`src/rtl/psum_collector.sv`:
```
// Collects psum words from the bottom of a MAC column into a first-word-fall-through FIFO
// and streams them out in ROWS-beat bursts, with registered backpressure to the MAC chain.
module psum_collector #(
    parameter int unsigned DATA_WIDTH = 8,
    parameter int unsigned ROWS       = 4,
    parameter int unsigned FIFO_DEPTH = 8
) (
    input  logic                          clk,
    input  logic                          rst_n,
    input  logic [DATA_WIDTH-1:0]         psum_in,
    input  logic                          psum_in_vld,
    output logic                          mac_read_stall,
    output logic [DATA_WIDTH-1:0]         m_data,
    output logic                          m_valid,
    input  logic                          m_ready,
    output logic                          m_last,
    output logic [$clog2(ROWS)-1:0]       m_idx,
    output logic [$clog2(FIFO_DEPTH):0]   count
);

    localparam int unsigned PW = $clog2(FIFO_DEPTH);
    localparam int unsigned IW = $clog2(ROWS);
    localparam int unsigned CW = PW + 1;

    localparam logic [CW-1:0] STALL_LVL = CW'(FIFO_DEPTH - 1);
    localparam logic [IW-1:0] LAST_BEAT = IW'(ROWS - 1);

    logic [DATA_WIDTH-1:0] mem [FIFO_DEPTH];

    logic [PW-1:0] wr_ptr_q, wr_ptr_d;
    logic [PW-1:0] rd_ptr_q, rd_ptr_d;
    logic [CW-1:0] count_q, count_d;
    logic [IW-1:0] beat_q, beat_d;
    logic          stall_q, stall_d;

    logic push;
    logic pop;

    // A stalled MAC holds its word on psum_in; gating on the stall flop avoids double writes.
    assign push = rst_n && psum_in_vld && !stall_q;
    assign pop  = m_valid && m_ready;

    always_comb begin
        wr_ptr_d = wr_ptr_q;
        rd_ptr_d = rd_ptr_q;
        beat_d   = beat_q;
        count_d  = count_q + CW'(push) - CW'(pop);
        if (push) begin
            wr_ptr_d = wr_ptr_q + PW'(1);
        end
        if (pop) begin
            rd_ptr_d = rd_ptr_q + PW'(1);
            beat_d   = (beat_q == LAST_BEAT) ? '0 : beat_q + IW'(1);
        end
        // One slot of headroom covers the cycle the registered stall takes to reach the MAC.
        stall_d = (count_d >= STALL_LVL);
    end

    always_ff @(posedge clk) begin
        if (!rst_n) begin
            wr_ptr_q <= '0;
            rd_ptr_q <= '0;
            count_q  <= '0;
            beat_q   <= '0;
            stall_q  <= 1'b0;
        end else begin
            wr_ptr_q <= wr_ptr_d;
            rd_ptr_q <= rd_ptr_d;
            count_q  <= count_d;
            beat_q   <= beat_d;
            stall_q  <= stall_d;
        end
    end

    always_ff @(posedge clk) begin
        if (push) begin
            mem[wr_ptr_q] <= psum_in;
        end
    end

    assign m_valid        = (count_q != '0);
    assign m_data         = mem[rd_ptr_q];
    assign m_idx          = beat_q;
    assign m_last         = m_valid && (beat_q == LAST_BEAT);
    assign count          = count_q;
    assign mac_read_stall = stall_q;

endmodule

```
`config.mk`:
```
export PLATFORM = sky130hd
export DESIGN_NAME = psum_collector
export DESIGN_NICKNAME = d
export VERILOG_FILES = /design/src/rtl/psum_collector.sv
export SDC_FILE = /design/constraint.sdc
export NUM_CORES = 1
export LEC_CHECK = 0
export CORE_MARGIN = 4
export CORE_UTILIZATION = 39
export CTS_CLUSTER_SIZE = 12
export DETAILED_ROUTE_END_ITERATION = 12
export GPL_ROUTABILITY_DRIVEN = 0
export PLACE_DENSITY = 0.68
export REMOVE_ABC_BUFFERS = 1
export SLEW_MARGIN = 20
export SYNTH_ARGS = -nofsm -noshare
export SYNTH_HDL_FRONTEND = slang
export SYNTH_SLANG_ARGS = --single-unit
```
`constraint.sdc`:
```
create_clock -name clk -period 2.3 [get_ports clk]
set_input_delay 0.46 -clock clk [delete_from_list [all_inputs] [get_ports clk]]
set_output_delay 0.46 -clock clk [all_outputs]
set_load 0.005 [all_outputs]
```
# Yosys cells after proc, flatten, opt, wreduce, memory -nomap -nowiden

Memories as Yosys holds them, arrays and structs flattened. A register that Yosys moved wholly into a read port is not among the register bits.
Index checks and enable logic that the tools add are counted.

Bits in registers: 13
Latch bits: 0
RAM bits: 64
ROM bits: 0
Input port bits: 12
Output and inout port bits: 17
Logic and storage cells: 24
Memories kept: 1

Memories:

| name | words | bits a word | read ports | clocked after memory_dff | wr ports | line | RTL |
|---|---|---|---|---|---|---|---|
| mem  | 8     | 8           | 1          | 1                        | 1        | 28   | `logic [DATA_WIDTH-1:0] mem [FIFO_DEPTH];` |

Add/subtract/negate cells: 5
Multipliers: 0
Div/mod/pow operators: 0
Magnitude comparators: 1
Equality and inequality tests: 1
Shifts and indexed selects: 0
Muxes and demuxes: 5
Bitwise gates (word level): 0
Reduce and logical (&&, ||, !) cells: 6

Operators by type and width:

| operator            | count |
|---|---|
| $add 3x1->3 const B | 2 |
| $mux 3              | 2 |
| $add 4x1->4         | 1 |
| $ge 4x3->1 const B  | 1 |
| $logic_and 1x1->1   | 4 |
| $reduce_bool 4->1   | 1 |
| $sub 4x1->4         | 1 |
| $add 2x1->2 const B | 1 |
| $eq 2x2->1 const B  | 1 |
| $mux 1              | 2 |
| $mux 2              | 1 |
| $logic_not 1->1     | 1 |

# Longest topological paths before layout

Depth in word-level cells: 5
Mapped depth: 12
Depth with buffers taken out: 12

# Least setup slack after synthesis

Ideal clock, no wire load.

Path kind: register to register
From: reg count_q[2] (netlist: count[2])
To: reg stall_q (netlist: mac_read_stall)
Setup time: 74 ps
Arrival: 2279 ps
Data required time: 2226 ps
Setup slack: -53 ps
Cell stages (with the launch flop): 13
Path buffers: 0
Clock period less this slack: 2353 ps
Cell sequence: dfxtp_1 > inv_1 > ha_1 > nor3b_1 > inv_1 > nand2_1 > xor2_1 > ha_1 > inv_1 > fa_1 > xnor2_1 > nand3b_1 > a31oi_1

Longest elaborated chain between the ends: 4
Elaborated cells between the ends (all ways): 5
Classes of those cells: add/sub: 2; order compare: 1; reduce/logical: 2

RTL lines:

| element                  | line | RTL |
|---|---|---|
| start: declaration       | 32   | `logic [CW-1:0] count_q, count_d;` |
| start signal: assignment | 69   | `count_q <= count_d;` |
| $reduce_bool 4->1        | 81   | `assign m_valid = (count_q != '0);` |
| via m_valid              | 14   | `output logic m_valid,` |
| $logic_and 1x1->1        | 41   | `assign pop = m_valid && m_ready;` |
| $sub 4x1->4              | 47   | `count_d = count_q + CW'(push) - CW'(pop);` |
| $ge 4x3->1               | 56   | `stall_d = (count_d >= STALL_LVL);` |
| end signal: assignment   | 71   | `stall_q <= stall_d;` |
| end: declaration         | 34   | `logic stall_q, stall_d;` |

The timed path passes the listed nets, and every way through them passes these cells.
A chain may end at the register's enable or synchronous reset.

==> out/metrics.csv <==
metric;value;unit
status;finished with violations;
failing checks;negative setup slack;
Max-Cap Viols;0;
TritonRoute pass-1 iters;4;
fin. max-slew vios;0;
Critical Path Fanout Max;6;
number of enable flip-flop cells after synthesis;64;
Residual DRC;0;
Avg Vias per Cell;4.90;
total power;4.07;mW
WP data required;1840;ps
share of cells above drive strength 1;34.5;%
Area Overhead vs Synth;26.5;%
Pleak;1.47;nW
grt total ovfl;0;
final setup vio count;6;
Worst R2R Setup Slack;90;ps
Starting Density;39.9;%
WHS;487;ps
Worst Min Path Start;rd_ptr_q[2];
first-pass GRT wire length;9800;um
GRT Util Overall;13.4;%
Seq/Total Area, Yosys;68.7;%
Max-slew headroom;76.4;%
Worst Tran Pin Value;353;ps
Port Buf Inserts;28;
total CTS buffers;9;
Util after Layout;50.5;%
hold_buf cts;0;
GR Util met1;18.9;%
YS warnings;0;
syn avg cell area;17.8;um^2
initial antenna violation count;0;
FF-to-FF End;mac_read_stall;
final worst setup slack;-46.7;ps
P per Cell Area;985;mW/mm^2
Worst Reg-to-Reg Cells;12;
Final nets;264;
largest net degree at the start of global routing;17;
core box area;0.00818;mm^2
H-tree levels;3;
Post-Synthesis Cells;183;
CTS clock-pin slew for the worst setup and hold paths;80;ps
crit-path cells;buf_12 > buf_12 > mux4_2 > mux2_2 > buf_2;
FF-to-FF Start;count[2];
vias in the first global route;1756;
CTS Root Cell;clkbuf_8;
CTS Sinks;80;
Global Route met2 Usage;19.3;%
Wirelength per Cell;17.1;um
Final TNS setup;-190;ps
ANT nets after route;0;
crit path time final;2350;ps
I/O Pins;29;
Worst EP arrival;1890;ps
WS Path Type;reg -> out;
clk_lat worst skew;360;ps
Worst Setup Start Kind;register;
Max clock buf depth;2;
GRT busiest layer;met2;
hold endpoint;rd_ptr_q[2];
fmax;0.426;GHz
Crit path largest cell delay;480;ps
Hold Crit Class;reg -> reg;
# rows;33;
die height;99.5;um
flops & latches, synth;80;
Antenna diodes;0;
met3 Use GR;4.91;%
via count;1733;
asr flop ratio synth;0;%
ys flop type;edfxtp_1;
most used cell, CP;buf_12;
Mapped Area;0.00327;mm^2
CTS tree;built;
Place WS;-37.8;ps
Iteration-0 DRC Markers;76;
Worst VDD drop;0.561;mV
final period utilization;102;%
Final Hold Viols;0;
nature of the critical path endpoint;output pin;
Post-Route WL;6060;um
synth unique cells;33;
DIE AREA;0.00990;mm^2
hold path cells;2;
Final HPWL DP;3760;um
RSZ-0062 raised after global routing;yes;
skew final;10.4;ps
CP max-delay cell;mux4_2;
Die X;99.5;um
-- flip-flops by register name, summed over array words and instances, names as in the netlist, named ones only --
register / flops
rd_ptr_q: 3
mem: 64
count: 4
mac_read_stall: 1
m_idx: 2
wr_ptr_q: 3
-- worst max path at each step --
| stage | cells after the start | end |
|---|---|---|
| 2_1_floorplan | 12 | mac_read_stall |
| 3_3_place_gp | 9 | mac_read_stall |
| 3_5_place_dp | 9 | mac_read_stall |
| 4_1_cts | 5 | m_data[2] |
| 5_1_grt | 5 | m_data[2] |
| 6_report | 5 | m_data[2] |
-- critical path: cells and delay by family, from the launching register on --
| kind | cells | cell delay (ps) |
|---|---|---|
| multiplexers | 2 | 750 |
| flip-flops | 1 | 400 |
| buffers and inverters | 3 | 380 |
-- Yosys cell counts, types with 2 or more instances --
cell       n  area [um^2]
clkbuf_1   2         7.51
xnor2_1    2         17.5
nand3_1    6         30.0
nor3_1     2         10.0
nor2_1    10         37.5
nand2b_1   3         18.8
mux2_2     8         90.1
nand3b_1   3         22.5
dfxtp_1   16          320
xor2_1     2         17.5
ha_1       7         87.6
edfxtp_1  64         1920
a21oi_1    7         35.0
nand2_1    3         11.3
mux4_1    15          394
mux2i_1    3         30.0
and2_1     3         18.8
or2_2      2         12.5
o21ai_0    4         20.0
inv_1      8         30.0
-- metal layers --
metal / vias to the layer above / part of all wire, % / wire length [um]
li1: 833 / - / -
met1: 858 / 48 / 2920
met2: 32 / 47 / 2850
met3: 10 / 3.7 / 226
met4: 0 / 1.1 / 69
met5: - / 0 / 0
-- through the flow --
stage	cell area, um^2	std cells
6_report	4130	354
5_1_grt	4130	354
4_1_cts	4080	353
3_5_place_dp	3800	330
3_3_place_gp	3800	330
2_1_floorplan	3220	177
-- placed cells by master, fill, tap and decap left out, drive strengths merged, types with 4 or more instances in the layout --
master	netlist	routed
clkbuf	2	9
nand3	6	6
mux4	16	16
a21oi	7	7
nor2	10	10
buf	4	36
ha	7	7
inv	8	11
dfxtp	16	16
mux2	8	8
edfxtp	64	64
clkdlybuf4s50	0	18
o21ai	4	4
-- cells by family (layout without fill, tap and decap cells) --
kind of cell	count (synthesis)	count (layout)	share of synthesized area, %
simple gates	36	36	5.79
xor+xnor	4	4	1.07
buf+inv	14	80	2.38
flops	80	80	68.7
fa+ha+maj	8	8	3.29
compound gates	14	14	2.38
mux	27	27	16.4
-- power by group --
group | switching (mW) | leakage [nW] | internal [mW]
sequential | 0.0848 | 0.710 | 1.67
clock | 0.528 | 0.101 | 0.512
combinational | 0.480 | 0.662 | 0.792
total | 1.09 | 1.47 | 2.98
-- timing repair --
| item | CTS | global route |
|---|---|---|
| gates cloned | 1 | 0 |
| resized for setup | 69 | 11 |
| buffers inserted | 6 | 1 |
| setup endpoints to repair | 10 | 11 |
-- layout make-up --
cell class / count / area, um^2
inverters: 8 / 30.0
clock buffers: 9 / 124
multi-input cells: 89 / 940
fillers: 667 / 4050
repair buffers: 56 / 579
flip-flops and latches: 80 / 2250
well taps: 105 / 131
clock inverters: 7 / 77.6
Power figures use the tool's default switching activity.
